**config.mk**
```make
export PLATFORM = sky130hd
export DESIGN_NAME = ula_ctrl_seq
export DESIGN_NICKNAME = d
export VERILOG_FILES = /design/src/rtl/ula_pkg.sv /design/src/rtl/ula_dec.sv /design/src/rtl/ula_ctrl_seq.sv
export SDC_FILE = /design/constraint.sdc
export NUM_CORES = 1
export LEC_CHECK = 0
export ABC_AREA = 1
export CORE_MARGIN = 4
export CORE_UTILIZATION = 30
export CTS_CLUSTER_DIAMETER = 120
export DETAILED_ROUTE_END_ITERATION = 10
export GPL_ROUTABILITY_DRIVEN = 0
export SETUP_SLACK_MARGIN = 0.15
export SLEW_MARGIN = 10
export SYNTH_ARGS = -nofsm -noshare
export SYNTH_HDL_FRONTEND = slang
export SYNTH_SLANG_ARGS = --single-unit
```
**constraint.sdc**
```tcl
create_clock -name clk -period 2.7 [get_ports clk]
set_clock_uncertainty 0.2 [all_clocks]
set_input_delay 0.54 -clock clk [delete_from_list [all_inputs] [get_ports clk]]
set_output_delay 0.54 -clock clk [all_outputs]
set_load 0.1 [all_outputs]
```
**src/rtl/ula_pkg.sv**
```systemverilog
// Shared definitions for the sequential ALU-control unit: ALU control codes,
// aluOp/funct encodings, FSM state type and shift-kind helper.
package ula_pkg;

    localparam logic [3:0] ALU_SLL  = 4'b0000;
    localparam logic [3:0] ALU_SRL  = 4'b0001;
    localparam logic [3:0] ALU_SRA  = 4'b0010;
    localparam logic [3:0] ALU_SLLV = 4'b0011;
    localparam logic [3:0] ALU_SRLV = 4'b0100;
    localparam logic [3:0] ALU_SRAV = 4'b0101;
    localparam logic [3:0] ALU_JR   = 4'b0110;
    localparam logic [3:0] ALU_ADD  = 4'b0111;
    localparam logic [3:0] ALU_SUB  = 4'b1000;
    localparam logic [3:0] ALU_AND  = 4'b1001;
    localparam logic [3:0] ALU_OR   = 4'b1010;
    localparam logic [3:0] ALU_XOR  = 4'b1011;
    localparam logic [3:0] ALU_NOR  = 4'b1100;
    localparam logic [3:0] ALU_SLT  = 4'b1101;
    localparam logic [3:0] ALU_SLTU = 4'b1110;
    localparam logic [3:0] ALU_ILL  = 4'b1111;

    localparam logic [2:0] OP_ADD = 3'b000;
    localparam logic [2:0] OP_SUB = 3'b001;
    localparam logic [2:0] OP_AND = 3'b010;
    localparam logic [2:0] OP_OR  = 3'b011;
    localparam logic [2:0] OP_XOR = 3'b100;
    localparam logic [2:0] OP_SLT = 3'b101;
    localparam logic [2:0] OP_R0  = 3'b110;
    localparam logic [2:0] OP_R1  = 3'b111;

    localparam logic [5:0] F_SLL  = 6'b000000;
    localparam logic [5:0] F_SRL  = 6'b000010;
    localparam logic [5:0] F_SRA  = 6'b000011;
    localparam logic [5:0] F_SLLV = 6'b000100;
    localparam logic [5:0] F_SRLV = 6'b000110;
    localparam logic [5:0] F_SRAV = 6'b000111;
    localparam logic [5:0] F_JR   = 6'b001000;
    localparam logic [5:0] F_ADD  = 6'b100000;
    localparam logic [5:0] F_SUB  = 6'b100010;
    localparam logic [5:0] F_AND  = 6'b100100;
    localparam logic [5:0] F_OR   = 6'b100101;
    localparam logic [5:0] F_XOR  = 6'b100110;
    localparam logic [5:0] F_NOR  = 6'b100111;
    localparam logic [5:0] F_SLT  = 6'b101010;
    localparam logic [5:0] F_SLTU = 6'b101011;

    localparam logic [1:0] SH_LL = 2'b00;
    localparam logic [1:0] SH_RL = 2'b01;
    localparam logic [1:0] SH_RA = 2'b10;

    typedef enum logic [1:0] {
        ST_IDLE  = 2'b00,
        ST_SHIFT = 2'b01,
        ST_DONE  = 2'b10
    } state_t;

    function automatic logic [1:0] shift_kind(input logic [3:0] code);
        logic [1:0] kind;
        case (code)
            ALU_SRL, ALU_SRLV: kind = SH_RL;
            ALU_SRA, ALU_SRAV: kind = SH_RA;
            default:           kind = SH_LL;
        endcase
        return kind;
    endfunction

endpackage

```
**src/rtl/ula_dec.sv**
```systemverilog
// Combinational aluOp/funct decoder producing the 4-bit ALU control code
// plus shift classification flags.
module ula_dec
    import ula_pkg::*;
(
    input  logic [2:0] aluOp,
    input  logic [5:0] funct,
    output logic [3:0] code,
    output logic       is_shift,
    output logic       is_var_shift
);

    logic [3:0] code_s;

    // Map aluOp, and funct for R-type ops, onto the ALU control code.
    always_comb begin
        code_s = ALU_ILL;
        case (aluOp)
            OP_ADD: code_s = ALU_ADD;
            OP_SUB: code_s = ALU_SUB;
            OP_AND: code_s = ALU_AND;
            OP_OR:  code_s = ALU_OR;
            OP_XOR: code_s = ALU_XOR;
            OP_SLT: code_s = ALU_SLT;
            OP_R0, OP_R1: begin
                case (funct)
                    F_SLL:   code_s = ALU_SLL;
                    F_SRL:   code_s = ALU_SRL;
                    F_SRA:   code_s = ALU_SRA;
                    F_SLLV:  code_s = ALU_SLLV;
                    F_SRLV:  code_s = ALU_SRLV;
                    F_SRAV:  code_s = ALU_SRAV;
                    F_JR:    code_s = ALU_JR;
                    F_ADD:   code_s = ALU_ADD;
                    F_SUB:   code_s = ALU_SUB;
                    F_AND:   code_s = ALU_AND;
                    F_OR:    code_s = ALU_OR;
                    F_XOR:   code_s = ALU_XOR;
                    F_NOR:   code_s = ALU_NOR;
                    F_SLT:   code_s = ALU_SLT;
                    F_SLTU:  code_s = ALU_SLTU;
                    default: code_s = ALU_ILL;
                endcase
            end
            default: code_s = ALU_ILL;
        endcase
    end

    // Shift codes occupy 0..5; the variable forms are 3..5.
    assign code         = code_s;
    assign is_shift     = (code_s <= ALU_SRAV);
    assign is_var_shift = (code_s >= ALU_SLLV) && (code_s <= ALU_SRAV);

endmodule

```
**src/rtl/ula_ctrl_seq.sv**
```systemverilog
// Sequential ALU-control unit: decodes aluOp/funct, executes single-cycle ops
// directly and shifts iteratively. Optional overflow port: ULA_CTRL_SEQ_OVF_EN.
module ula_ctrl_seq
    import ula_pkg::*;
#(
    parameter int DATA_W     = 32,
    parameter int SHIFT_STEP = 1,
    parameter int SH_W       = $clog2(DATA_W)
) (
    input  logic              clk,
    input  logic              rst_n,
    input  logic              in_valid,
    output logic              in_ready,
    input  logic [2:0]        aluOp,
    input  logic [5:0]        funct,
    input  logic [SH_W-1:0]   shamt,
    input  logic [DATA_W-1:0] a,
    input  logic [DATA_W-1:0] b,
    output logic              out_valid,
    input  logic              out_ready,
    output logic [DATA_W-1:0] result,
    output logic              zero,
    output logic              jr,
    output logic              illegal
`ifdef ULA_CTRL_SEQ_OVF_EN
    ,
    output logic              overflow
`endif
);

    localparam logic [SH_W-1:0] STEP_L = SH_W'(SHIFT_STEP);

    state_t            state_r;
    logic [1:0]        kind_r;
    logic [DATA_W-1:0] shreg_r;
    logic [SH_W-1:0]   rem_r;
    logic              out_valid_r;
    logic [DATA_W-1:0] result_r;
    logic              zero_r;
    logic              jr_r;
    logic              illegal_r;
    logic              ovf_r;

    logic [3:0]        code_s;
    logic              is_shift_s;
    logic              is_var_shift_s;
    logic [SH_W-1:0]   amount_s;
    logic              accept_s;
    logic [DATA_W-1:0] sum_s;
    logic [DATA_W-1:0] diff_s;
    logic [DATA_W-1:0] res_s;
    logic              ovf_s;
    logic [SH_W-1:0]   step_s;
    logic [SH_W-1:0]   rem_nxt_s;
    logic [DATA_W-1:0] shifted_s;

    function automatic logic [DATA_W-1:0] shift_by(input logic [DATA_W-1:0] x,
                                                   input logic [SH_W-1:0]   n,
                                                   input logic [1:0]        kind);
        logic [DATA_W-1:0] y;
        case (kind)
            SH_LL:   y = x << n;
            SH_RL:   y = x >> n;
            SH_RA:   y = $signed(x) >>> n;
            default: y = x;
        endcase
        return y;
    endfunction

    ula_dec u_dec (
        .aluOp        (aluOp),
        .funct        (funct),
        .code         (code_s),
        .is_shift     (is_shift_s),
        .is_var_shift (is_var_shift_s)
    );

    assign amount_s  = is_var_shift_s ? a[SH_W-1:0] : shamt;
    assign in_ready  = (state_r == ST_IDLE) | ((state_r == ST_DONE) & out_ready);
    assign accept_s  = in_valid & in_ready;
    assign sum_s     = a + b;
    assign diff_s    = a - b;
    assign step_s    = (rem_r >= STEP_L) ? STEP_L : rem_r;
    assign rem_nxt_s = rem_r - step_s;
    assign shifted_s = shift_by(shreg_r, step_s, kind_r);

    // Single-cycle datapath; shift codes here only cover a zero amount.
    always_comb begin
        res_s = {DATA_W{1'b0}};
        ovf_s = 1'b0;
        case (code_s)
            ALU_ADD: begin
                res_s = sum_s;
                ovf_s = (a[DATA_W-1] == b[DATA_W-1]) && (sum_s[DATA_W-1] != a[DATA_W-1]);
            end
            ALU_SUB: begin
                res_s = diff_s;
                ovf_s = (a[DATA_W-1] != b[DATA_W-1]) && (diff_s[DATA_W-1] != a[DATA_W-1]);
            end
            ALU_AND:  res_s = a & b;
            ALU_OR:   res_s = a | b;
            ALU_XOR:  res_s = a ^ b;
            ALU_NOR:  res_s = ~(a | b);
            ALU_SLT:  res_s = {{(DATA_W-1){1'b0}}, ($signed(a) < $signed(b))};
            ALU_SLTU: res_s = {{(DATA_W-1){1'b0}}, (a < b)};
            ALU_JR:   res_s = a;
            ALU_SLL, ALU_SRL, ALU_SRA, ALU_SLLV, ALU_SRLV, ALU_SRAV: res_s = b;
            default:  res_s = {DATA_W{1'b0}};
        endcase
    end

    // Control FSM with registered result and flags.
    always_ff @(posedge clk or negedge rst_n) begin
        if (!rst_n) begin
            state_r     <= ST_IDLE;
            kind_r      <= SH_LL;
            shreg_r     <= {DATA_W{1'b0}};
            rem_r       <= {SH_W{1'b0}};
            out_valid_r <= 1'b0;
            result_r    <= {DATA_W{1'b0}};
            zero_r      <= 1'b0;
            jr_r        <= 1'b0;
            illegal_r   <= 1'b0;
            ovf_r       <= 1'b0;
        end else if (accept_s) begin
            // Accept path covers both IDLE and a DONE that is being drained.
            kind_r  <= shift_kind(code_s);
            shreg_r <= b;
            rem_r   <= amount_s;
            if (is_shift_s && (amount_s != {SH_W{1'b0}})) begin
                state_r     <= ST_SHIFT;
                out_valid_r <= 1'b0;
                jr_r        <= 1'b0;
                illegal_r   <= 1'b0;
                ovf_r       <= 1'b0;
            end else begin
                state_r     <= ST_DONE;
                out_valid_r <= 1'b1;
                result_r    <= res_s;
                zero_r      <= (res_s == {DATA_W{1'b0}});
                jr_r        <= (code_s == ALU_JR);
                illegal_r   <= (code_s == ALU_ILL);
                ovf_r       <= ovf_s;
            end
        end else begin
            case (state_r)
                ST_IDLE: begin
                    state_r <= ST_IDLE;
                end
                ST_SHIFT: begin
                    shreg_r <= shifted_s;
                    rem_r   <= rem_nxt_s;
                    if (rem_nxt_s == {SH_W{1'b0}}) begin
                        state_r     <= ST_DONE;
                        out_valid_r <= 1'b1;
                        result_r    <= shifted_s;
                        zero_r      <= (shifted_s == {DATA_W{1'b0}});
                    end else begin
                        state_r <= ST_SHIFT;
                    end
                end
                ST_DONE: begin
                    if (out_ready) begin
                        state_r     <= ST_IDLE;
                        out_valid_r <= 1'b0;
                        jr_r        <= 1'b0;
                        illegal_r   <= 1'b0;
                        ovf_r       <= 1'b0;
                    end else begin
                        state_r <= ST_DONE;
                    end
                end
                default: begin
                    state_r     <= ST_IDLE;
                    out_valid_r <= 1'b0;
                    jr_r        <= 1'b0;
                    illegal_r   <= 1'b0;
                    ovf_r       <= 1'b0;
                end
            endcase
        end
    end

    assign out_valid = out_valid_r;
    assign result    = result_r;
    assign zero      = zero_r;
    assign jr        = jr_r;
    assign illegal   = illegal_r;
`ifdef ULA_CTRL_SEQ_OVF_EN
    assign overflow  = ovf_r;
`else
    logic unused_ovf_s;
    assign unused_ovf_s = ovf_r ^ ovf_s;
`endif

endmodule

```
# Yosys cells after proc, flatten, opt, wreduce, memory -nomap -nowiden
# Memory sizes are Yosys's and may differ from the RTL's.
# Cells that the tools add are included.
# Widths: inputs -> output; s select.
# word_totals
memories,1
ff_bits,77
output_inout_bits,37
elab_cells,112
rom_bits,256
in_bits,82
# classes
mux,33
n_shift,3
eq_ne,31
bitwise_logic,7
n_reduce_logical,20
n_addsub,3
n_lt_le_gt_ge,5
# memory_table
memory,depth,word_bits,read_ports,rd_clocked_by_memory_dff,write_ports,line,source
(no name shown),64,4,1,0,0,ula_dec.sv:26,case (funct)
# op_table
op,count
$pmux 32 s10,1
$mux 32,6
$pmux 32 s3,1
$logic_not 32->1,2
$lt 32x32->1,2
$add 32x32->32,1
$and 32x32->32,1
$eq 4x4->1 const B,8
$not 32->32,1
$or 32x32->32,1
$shl 32x5->32,1
$shr 32x5->32,1
$sshr 32x5->32,1
$sub 32x32->32,1
$xor 32x32->32,1
$pmux 4 s7,1
$mux 5,4
$eq 4x3->1 const B,4
$eq 3x3->1 const B,4
$mux 1,12
$eq 4x2->1 const B,2
$mux 2,4
$pmux 2 s2,2
$reduce_or 2->1,4
26 further kinds,36

# Logic depth before layout (Yosys ltp)
# Gate-level depths: netlist of run 1.
# depth
ltp_word,10
mapped_depth,24
depth_no_buf,24

# By module
# From an unflattened synthesis of run 1, not the netlist that was laid out.
# unflattened
hier_cells,1988
hier_area_um2,11446.0
# modules_own_cells
module,cells_each,n_inst,area_per_inst_um2,seq_area_each_um2
ula_ctrl_seq,1916,1,11109.4,1926.8
ula_dec,72,1,336.6,0.0

# Least setup slack after synthesis of run 1
# OpenSTA, ideal clock, no wires.
# synth_path
kind,reg2reg
start,register state_r[0]
end,register shreg_r[11]
path_buffers,2
setup_slack_ns,-0.321
period_less_slack_ns,3.021
t_arrival_ns,2.675
path_stages_with_launch,12
required_ns,2.354
setup_time_ns,0.146
path_cell_list,dfrtp_1 -> inv_1 -> ha_1 -> nand2_1 -> nand2_1 -> nand2_1 -> inv_1 -> clkbuf_1 -> nor2_1 -> inv_1 -> clkbuf_1 -> o221ai_1
# synth_via
elab_chain_len,5
word_cells_on_any_way,8
classes_between,eq/ne: 2; mux: 1; bitwise: 3; reduce/logical: 2
# synth_lines
item,line,source
"start, declared",ula_ctrl_seq.sv:33,state_t state_r;
"start signal, assigned",ula_ctrl_seq.sv:115,state_r <= ST_IDLE;
"start signal, assigned",ula_ctrl_seq.sv:131,state_r <= ST_SHIFT;
"start signal, assigned",ula_ctrl_seq.sv:137,state_r <= ST_DONE;
$eq 2x2->1,ula_ctrl_seq.sv:79,assign in_ready = (state_r == ST_IDLE) | ((state_r == ST_DONE) & out_ready);
$and 1x1->1,ula_ctrl_seq.sv:79,
$or 1x1->1 (*),ula_ctrl_seq.sv:79,
net in_ready,ula_ctrl_seq.sv:13,"output logic in_ready,"
$and 1x1->1 (*),ula_ctrl_seq.sv:80,assign accept_s = in_valid & in_ready;
$mux 32 / $reduce_bool 2->1 (equally long branches),-,
"end signal, assigned",ula_ctrl_seq.sv:117,shreg_r <= {DATA_W{1'b0}};
"end signal, assigned",ula_ctrl_seq.sv:151,shreg_r <= shifted_s;
"end, declared",ula_ctrl_seq.sv:35,logic [DATA_W-1:0] shreg_r;
# Mark *: on every way through the listed nets, which the timed path passes. The rest lies on a longest branch.
# A chain may end at the register's enable or synchronous reset.

# Worst setup path after layout of run 1
# layout_path
start,input port funct[1]
end,register zero_r (netlist: zero)
# layout_via
elab_chain_len,9
word_cells_on_any_way,30
classes_between,order compare: 2; eq/ne: 15; mux: 5; reduce/logical: 7; memory: 1
# layout_lines
item,line,source
"start, declared",ula_ctrl_seq.sv:15,"input logic [5:0] funct,"
$mem_v2 64x4 (*),-,
$pmux 4 s7 (*),ula_dec.sv:18,case (aluOp)
"parallel branches: the longest is 7 deep, another holds $pmux 32 s10",-,
"end signal, assigned",ula_ctrl_seq.sv:140,zero_r <= (res_s == {DATA_W{1'b0}});
"end signal, assigned",ula_ctrl_seq.sv:157,zero_r <= (shifted_s == {DATA_W{1'b0}});
"end, declared",ula_ctrl_seq.sv:39,logic zero_r;
# Mark *: on every way between the ends. The select of a mux whose other input is x is not followed.

==> results of run 1 <==
==> logic make-up after synthesis <==
| group | after synthesis | share of synthesized area (%) |
|---|---|---|
| AO/OA/AOI/OAI | 301 | 15.2 |
| XOR/XNOR | 18 | 1.34 |
| adder cells (fa/ha/maj) | 106 | 11.4 |
| buffers and inverters | 395 | 13.2 |
| flip-flops | 77 | 16.3 |
| multiplexers | 1 | 0.0849 |
| AND/OR/NAND/NOR | 1226 | 42.5 |
==> metrics by stage <==
step	TNS [ns]	hold slack, ns	setup WS (ns)	util, %	cell area, µm²
2_1_floorplan	-2.74	0.0444	-0.108	-	11900
6_report	-9.50	-0.0210	-0.407	52.4	20300
5_1_grt	-14.50	0.0278	-0.532	52.4	20300
3_5_place_dp	-49.90	0.270	-1.42	43.6	16900
3_3_place_gp	-46.93	0.265	-1.41	43.6	16900
4_1_cts	-8.14	0.00405	-0.293	50.4	19500
==> layout by cell type, fill, tap and decap left out, types with 5 or more instances in the layout <==
cell type | synthesis | layout
ha_4 | 0 | 39
ha_2 | 0 | 12
nor3_2 | 0 | 10
nor2_2 | 5 | 53
nand4_1 | 28 | 28
a21oi_1 | 85 | 33
nand3_2 | 0 | 31
a21oi_2 | 1 | 38
nand3_1 | 189 | 158
buf_4 | 2 | 520
inv_1 | 312 | 256
nor3_1 | 19 | 7
o21ai_1 | 19 | 39
nor2_4 | 0 | 36
buf_12 | 0 | 24
o21ai_2 | 0 | 30
xnor2_1 | 5 | 5
a21oi_4 | 1 | 16
clkbuf_16 | 0 | 14
dlymetal6s2s_1 | 0 | 7
xor2_1 | 13 | 12
clkdlybuf4s50_1 | 0 | 10
nand2_1 | 713 | 583
o21ai_0 | 120 | 68
nand2_2 | 6 | 111
buf_16 | 0 | 5
dlygate4sd2_1 | 0 | 34
nor2_1 | 249 | 165
buf_6 | 3 | 33
nand2_4 | 0 | 25
inv_6 | 0 | 5
a221oi_1 | 6 | 6
clkbuf_2 | 0 | 15
ha_1 | 104 | 53
dfrtp_1 | 77 | 77
buf_8 | 0 | 6
o21bai_1 | 6 | 5
inv_2 | 3 | 50
clkdlybuf4s15_1 | 0 | 7
o221ai_1 | 49 | 49
==> critical path: stages <==
cell and delay, ns:
buf_6 0.07, buf_8 0.12, inv_12 0.03, buf_6 0.11
ha_4 0.15, a21oi_2 0.14, nand3_2 0.09, buf_6 0.12
a21oi_2 0.11, buf_4 0.13, nor2_4 0.05, buf_12 0.14
buf_12 0.13, clkbuf_16 0.15, nand3_2 0.06, nand4_1 0.16
nor2_4 0.19, nand2_1 0.07, nor2_1 0.10, nand2_1 0.08
nor2_2 0.18, nand3_1 0.09, a21oi_1 0.14
==> report_power, final <==
| group | total, W | switching, W | internal, W | leakage (nW) |
|---|---|---|---|---|
| sequential | 0.00213 | 0.000452 | 0.00168 | 0.961 |
| clock | 0.00117 | 0.000536 | 0.000634 | 0.129 |
| combinational | 0.0102 | 0.00643 | 0.00379 | 9.34 |
==> timing repair <==
action | in CTS | in global routing
resized for setup | 583 | 219
gates cloned | 7 | 4
endpoints found under the setup margin | 46 | 38
hold buffers | 0 | 0
hold endpoints to repair | 0 | 0
buffers inserted | 61 | 20
pin swaps | 151 | 122
==> worst paths after layout <==
path,startpoint,to,cells past startpoint
setup / recovery,funct[1],zero,23
hold / removal,rst_n,rem_r[3],1
setup reg to reg,rem_r[2],zero,13
hold reg to reg,result[18],result[18],2
max in group asynchronous,rst_n,shreg_r[22],2
min in group clk,result[18],result[18],2
==> area by class of cell <==
type | count | area, µm² | share of cell area [%]
clock inverter | 7 | 57.6 | 0.284
inverter | 316 | 1240 | 6.11
multi-input combinational | 1653 | 10400 | 51.3
antenna | 1 | 2.50 | 0.0123
timing repair buffer | 672 | 5790 | 28.5
sequential | 77 | 1930 | 9.50
clock buffer | 9 | 225 | 1.11
tap | 518 | 648 | 3.19
==> layer usage <==
| layer | vias up | share of wire, % | routed length (µm) |
|---|---|---|---|
| met4 | 0 | 5.8 | 3500 |
| li1 | 8015 | - | - |
| met3 | 208 | 9.5 | 5740 |
| met1 | 7990 | 39 | 23700 |
| met5 | - | 0 | 0 |
| met2 | 979 | 45 | 27400 |
==> flip-flops by register name, summed over array words and instances (netlist names) <==
| register | count |
|---|---|
| illegal | 1 |
| jr | 1 |
| kind_r | 2 |
| out_valid | 1 |
| rem_r | 5 |
| result | 32 |
| shreg_r | 32 |
| state_r | 2 |
| zero | 1 |
==> metrics.cfg, run 1 <==
[floorplan]
die_area_um2=42500
rows=72
die_w_um=206
start_util_pct=30.4
core_area_um2=38700
num_io_pins=119
die_h_um=206

[clocking]
cts_tree=built
cts_buffers=9
root_buffer=clkbuf_16
cts.sinks=77
clkLatencyLatePin_ns=0.35
cts-htree-levels=3
cts_buffer_depth=2
clk_pin_slew_ns=0.07

[global_routing]
top_usage_layer=met2
grt_util_met3_pct=3.28
grt_use_total_pct=26.9
met2_usage_pct=44.5
grt_max_degree=42
antenna_found_initial=1
grt_util_met1_pct=35.0
grt_pass1_wl_mm=89.7
grt_pass1_vias=16500
grt-ovfl-total=0

[synthesis]
synthFlopType=dfrtp_1
syn_area_um2=11800
synthCells=2124
synth_top_cell_area_share_pct=22.7
synth_commonest_cells=713 x nand2_1, 312 x inv_1, 249 x nor2_1
synth_fp_nets=2312
synth_cell_types=43
synth.avg_cell_area_um2=5.55
yosysTopAreaCell=nand2_1
ys_async_sr_fraction_pct=100
synth-seq-area-share_pct=16.3
yosys-top-cells-area=nand2_1 23%, dfrtp_1 16%, ha_1 11%, inv_1 9.9%, nand3_1 8.0%
ys_ff_latch=77
yosysWarnings=0
synth-edff-count=0
yosysMostFrequentCell=nand2_1

[drt]
drt_pass1_iterations=5
routed_wl_mm=60.4
drtIter0Drc=1920
dr_total_vias=17200
final_antenna_net_count=0
wl_per_cell_um=18.6
vias_per_cell=5.28
drc_errors=0

[run_status]
outcome=complete, but fails checks
failed_checks=negative hold slack, negative setup slack

[sta]
fin_crit_sh_pct=115
maxSlewViolCount=0
min_period_ns=3.11
setup_violations=35
layout_setup_ws_ns=-0.407
finalHoldViolCount=12
fin_hold_ws_ns=-0.0210
rsz0062_at_grt=true
tightest_slew_ns=0.718
relSlewSlack_pct=51.6
fmax_ghz=0.322

[placed_design]
io_buffers=118
dp_cells=3144
place_hpwl_mm=45.6

[critical_path]
path_max_fanout=5
required_ns=2.77
worstSetupPathType=in2reg
worstPathArrival_ns=3.18
ff2ff_setup_slack_ns=-0.13
start_kind=input pin
worstSetupEndpointType=register

[cells_and_area]
drive_above_1_share_pct=40.6
nFillCells=3687
stdcell_count=3253
nNetsFinal=2917
area_growth_pct=72.1

[job]
maxCapViolations=0

[power]
leakage_nw=10.4
power_w=0.0135
power.density_nw_per_um2=666
ir_drop_mv=0.678

[min_path]
hold_path_class=in2async

Power figures use the tool's default switching activity.
==> inputs of run 2 (changes only) <==
--- a/config.mk
+++ b/config.mk
@@ -6,11 +6,13 @@
 export NUM_CORES = 1
 export LEC_CHECK = 0
 export ABC_AREA = 1
+export CORE_ASPECT_RATIO = 1.5
 export CORE_MARGIN = 4
 export CORE_UTILIZATION = 30
 export CTS_CLUSTER_DIAMETER = 120
 export DETAILED_ROUTE_END_ITERATION = 10
 export GPL_ROUTABILITY_DRIVEN = 0
+export PLACE_DENSITY = 0.53
 export SETUP_SLACK_MARGIN = 0.15
 export SLEW_MARGIN = 10
 export SYNTH_ARGS = -nofsm -noshare
==> run 2 against run 1 <==
  * The run ends with negative setup slack left
  * Largest cell class unchanged
  * Clock power decreased by 3%
  * Die area rose by 0.16%
  * Highest routed layer unchanged
  * Via count fell by 3.3%
  * Wire length fell by 2.5%
  * Largest power group unchanged
  * Global-route usage fell by 0.55 points
  * Sequential share of layout area increased by 0.059 points
  * Count of clock-buffer cells in the layout grew 3
  * Critical endpoint unchanged
  * Final cell count shrank 0.34%
  * Maximum frequency is 1.3% higher
  * First-iteration DRC count decreased by 30%
  * Critical path depth shrank 3
  * Total power is 1.4% lower
==> metrics.cfg, run 2 (synthesis gave the netlist of run 1 again) <==
[run_status]
outcome=complete, but fails checks
failed_checks=negative setup slack

[floorplan]
die_h_um=251
die_area_um2=42600
die_w_um=170
start_util_pct=30.5
num_io_pins=119
core_area_um2=38600
rows=88

[drt]
drt_pass1_iterations=8
drtIter0Drc=1345
dr_total_vias=16600
routed_wl_mm=58.9
drc_errors=0
vias_per_cell=5.13
wl_per_cell_um=18.2
final_antenna_net_count=0

[cells_and_area]
diodes=0
drive_above_1_share_pct=39.2
most-common-layout-cells=596 x nand2_1, 527 x buf_4, 249 x inv_1
area_growth_pct=71.0
final_util_pct=52.2
design_area_um2=20200
nNetsFinal=2932
layout.cells.most_common=nand2_1

[critical_path]
cp-endpoint=zero
r2r-end=zero
rr_startpoint=rem_r[2]
critPathLaunch=funct[1]
path_max_fanout=9
rr_worst_depth=10
worstSetupPathType=in2reg
ff2ff_setup_slack_ns=-0.14
start_kind=input pin
required_ns=2.74
worstPathArrival_ns=3.11
worstSetupEndpointType=register

[clocking]
cts_tree=built
cts.sinks=77
cts-htree-levels=3
cts_buffers=9
root_buffer=clkbuf_16
cts_buffer_depth=2
clkLatencyLatePin_ns=0.35
clk_pin_slew_ns=0.06

[global_routing]
grt_pass1_vias=16500
grt_max_degree=45
grt-ovfl-total=0
grt_use_total_pct=26.3
grt_pass1_wl_mm=89.0
antenna_found_initial=0

[sta]
layout_setup_ws_ns=-0.366
fmax_ghz=0.326
tightest_slew_ns=0.516
relSlewSlack_pct=65.4
min_period_ns=3.07
maxSlewViolCount=0
setup_violations=38
rsz0062_at_grt=true
finalHoldViolCount=0
fin_crit_sh_pct=114

[power]
p_switching_w=0.00712
seqPwrFrac_pct=15.4
p_sw_share_pct=53.4
intPower_w=0.00622
clock_power_share_pct=8.5
ir_drop_mv=0.859
power.density_nw_per_um2=661
leakage_nw=10.3
comb_power_share_pct=76.1

[placed_design]
io_buffers=118
dpl_cell_area_um2=17000
place_hpwl_mm=45.6

[min_path]
hp-start=result[3]
hold_path_class=reg2reg

[job]
maxCapViolations=0

-- run 2: timing repair --
item                                    4_1_cts  5_1_grt
endpoints found under the setup margin       44       41
pin swaps                                   137       64
setup buffers                                76       15
gates cloned                                  4        5
endpoints found under the hold margin        33        0
hold buffers                                  1        0
resized for setup                           568      149
-- run 2: per-layer routing --
metal | up-vias | wire length [µm] | GRT usage, %
met1 | 7757 | 22500 | 31.2
li1 | 8036 | - | -
met4 | 0 | 4190 | 15.1
met3 | 200 | 3210 | 1.95
met2 | 639 | 29000 | 46.4
met5 | - | 0 | 0
-- run 2: how the worst min path moves through the flow --
stage                            end  slack, ns  depth (start not counted)
after floorplan              illegal       0.04                          0
after global placement     result[3]       0.26                          2
after detailed placement  result[31]       0.26                          2
after CTS                 result[31]       0.28                          2
after global routing      result[16]       0.31                          2
final                      result[3]       0.28                          2
-- run 2: stage by stage --
stage | total power (W) | hold slack [ns] | std cells | setup WS, ns | TNS (ns)
3_5_place_dp | 0.0111 | 0.264 | 3127 | -1.45 | -50.20
6_report | 0.0133 | 0.276 | 3242 | -0.366 | -11.27
4_1_cts | 0.0129 | 0.278 | 3222 | -0.318 | -9.11
2_1_floorplan | 0.00737 | 0.0444 | 2124 | -0.108 | -2.74
3_3_place_gp | 0.0110 | 0.260 | 3127 | -1.44 | -48.69
5_1_grt | 0.0142 | 0.307 | 3242 | -0.518 | -16.31
-- run 2: area by class of cell --
| cell class | count | area, µm² |
|---|---|---|
| fill | 3817 | 18500 |
| multi-input combinational | 1653 | 10200 |
| timing repair buffer | 687 | 5930 |
| sequential | 77 | 1930 |
| inverter | 316 | 1230 |
| tap | 495 | 619 |
| clock buffer | 12 | 256 |
| clock inverter | 2 | 10.0 |
-- run 2: power groups by stage --
| stage | sequential (W) | clock (W) | combinational [W] |
|---|---|---|---|
| global placement | 0.00202 | 0 | 0.00898 |
| floorplan | 0.00361 | 0 | 0.00376 |
| CTS | 0.00203 | 0.00116 | 0.00972 |
| detailed placement | 0.00204 | 0 | 0.00904 |
| global route | 0.00212 | 0.00120 | 0.0109 |
| finish | 0.00205 | 0.00113 | 0.0101 |
-- run 2: worst max-delay path: stages --
cell and delay [ns]:
buf_6 0.10, buf_12 0.13, inv_12 0.04, ha_4 0.19
o21ai_2 0.10, nand2_1 0.07, nand2_1 0.09, nand2_2 0.10
nand2_2 0.09, nand2_4 0.07, buf_6 0.12, a21oi_4 0.24
o21ai_4 0.13, o21ai_2 0.17, nand3_2 0.11, o211ai_4 0.29
nand2_8 0.16, buf_6 0.17, nor2_4 0.13, a21oi_2 0.06
==> inputs of run 3 (changes only) <==
--- a/config.mk
+++ b/config.mk
@@ -12,6 +12,7 @@
 export CTS_CLUSTER_DIAMETER = 120
 export DETAILED_ROUTE_END_ITERATION = 10
 export GPL_ROUTABILITY_DRIVEN = 0
+export MAX_ROUTING_LAYER = met4
 export PLACE_DENSITY = 0.53
 export SETUP_SLACK_MARGIN = 0.15
 export SLEW_MARGIN = 10
==> run 3 against run 2 <==
  * The run still ends with negative setup slack left
  * Clock power is essentially flat
  * Cell area decreased by 0.42%
  * Die area did not move
  * Final cell count barely moved
  * Core utilization is 0.22 points lower
==> metrics.cfg, run 3 (synthesis gave the netlist of run 1 again) <==
[run_status]
outcome=complete, but fails checks
failed_checks=negative setup slack

[global_routing]
grt_pass1_vias=16400
grt_max_degree=45
grt_pass1_wl_mm=88.9
grt-ovfl-total=0
grt_use_total_pct=27.1
antenna_found_initial=0

[critical_path]
rr_startpoint=rem_r[2]
r2r-end=zero
required_ns=2.78
worstSetupPathType=in2reg
ff2ff_setup_slack_ns=-0.12
path_max_fanout=5
path_common_cell=nand2_1
worstSetupEndpointType=register
rr_worst_depth=10
start_kind=input pin
crit_path_top_delay_cell=ha_4
slowest_delay_ns=0.19
worstPathArrival_ns=3.16

[sta]
tightest_slew_ns=0.524
setup_violations=38
fin_crit_sh_pct=114
min_period_ns=3.08
layout_setup_ws_ns=-0.382
rsz0062_at_grt=true
finalHoldViolCount=0
fmax_ghz=0.324
relSlewSlack_pct=64.9
maxSlewViolCount=0

[floorplan]
core_area_um2=38600
num_io_pins=119
rows=88
die_w_um=170
die_h_um=251
die_area_um2=42600
start_util_pct=30.5

[cells_and_area]
nFillCells=3829
area_growth_pct=70.3
design_area_um2=20100
most-common-layout-cells=604 x nand2_1, 526 x buf_4, 248 x inv_1
drive_above_1_share_pct=38.7
nNetsFinal=2929
layout.cells.most_common=nand2_1
final_util_pct=52.0
diodes=0

[drt]
route.met2.wl_mm=29.1
drtIter0Drc=1357
dr_wl_met3_mm=2.71
routed_wl_mm=58.6
wl_per_cell_um=18.1
vias_per_cell=5.14
final_antenna_net_count=0
drc_errors=0
routed.top_layer=met4
m1WireLength_mm=22.9
drt_pass1_iterations=7
dr_total_vias=16600

[placed_design]
io_buffers=118
pre_cts_ws_ns=-1.45
place_hpwl_mm=45.6
dpl_cell_area_um2=17000

[clocking]
clk_pin_slew_ns=0.06
clkLatencyLatePin_ns=0.35
cts_buffer_depth=2
cts-htree-levels=3
root_buffer=clkbuf_16
cts_buffers=9
cts.sinks=77
cts_tree=built

[power]
leakage_nw=10.3
ir_drop_mv=0.844
power.density_nw_per_um2=663

[min_path]
hp-start=result[31]
whs_path_depth=2
hold_path_class=reg2reg
hold_path_end=result[31]

[job]
maxCapViolations=0

[run 3: how the worst max path moves through the flow]
stage,endpoint,start,depth (start not counted)
finish,zero,funct[1],26
global route,zero,b[9],23
CTS,zero,funct[1],26
detailed placement,zero,a[0],22
global placement,zero,funct[1],20
floorplan,zero,funct[1],17
[run 3: layer usage]
layer	up-vias	track usage, %
li1	8034	-
met1	7784	31.3
met2	636	46.5
met3	184	1.70
met4	0	14.9
met5	-	-
[run 3: what timing repair did]
item                                   in CTS  in global routing
setup endpoints to repair                  44                 41
hold buffers                                1                  0
resized for setup                         568                132
pin swaps                                 137                 67
buffers inserted                           76                 13
gates cloned                                4                  4
endpoints found under the hold margin      33                  0
[run 3: worst max-delay path: cells and delay by family]
family / cells / cell delay (ns)
AND/OR/NAND/NOR: 16 / 1.41
AO/OA/AOI/OAI: 2 / 0.24
buffers and inverters: 7 / 0.76
adder cells (fa/ha/maj): 1 / 0.19
[run 3: cell type report]
cell class	count	area, µm²	area share (%)
clock inverter	2	10.0	0.0498
tap	495	619	3.08
sequential	77	1930	9.60
timing repair buffer	684	5890	29.3
inverter	316	1230	6.13
clock buffer	12	256	1.28
multi-input combinational	1653	10100	50.5
[run 3: power breakdown]
part | internal (W) | switching [W]
clock | 0.000659 | 0.000472
combinational | 0.00386 | 0.00626
sequential | 0.00168 | 0.000369
[run 3: stage by stage]
stage | TNS [ns] | total power [W] | hold slack (ns) | std cells
global route | -16.33 | 0.0142 | 0.307 | 3239
finish | -11.01 | 0.0133 | 0.270 | 3239
CTS | -9.11 | 0.0129 | 0.278 | 3222
detailed placement | -50.20 | 0.0111 | 0.264 | 3127
floorplan | -2.74 | 0.00737 | 0.0444 | 2124
global placement | -48.69 | 0.0110 | 0.260 | 3127
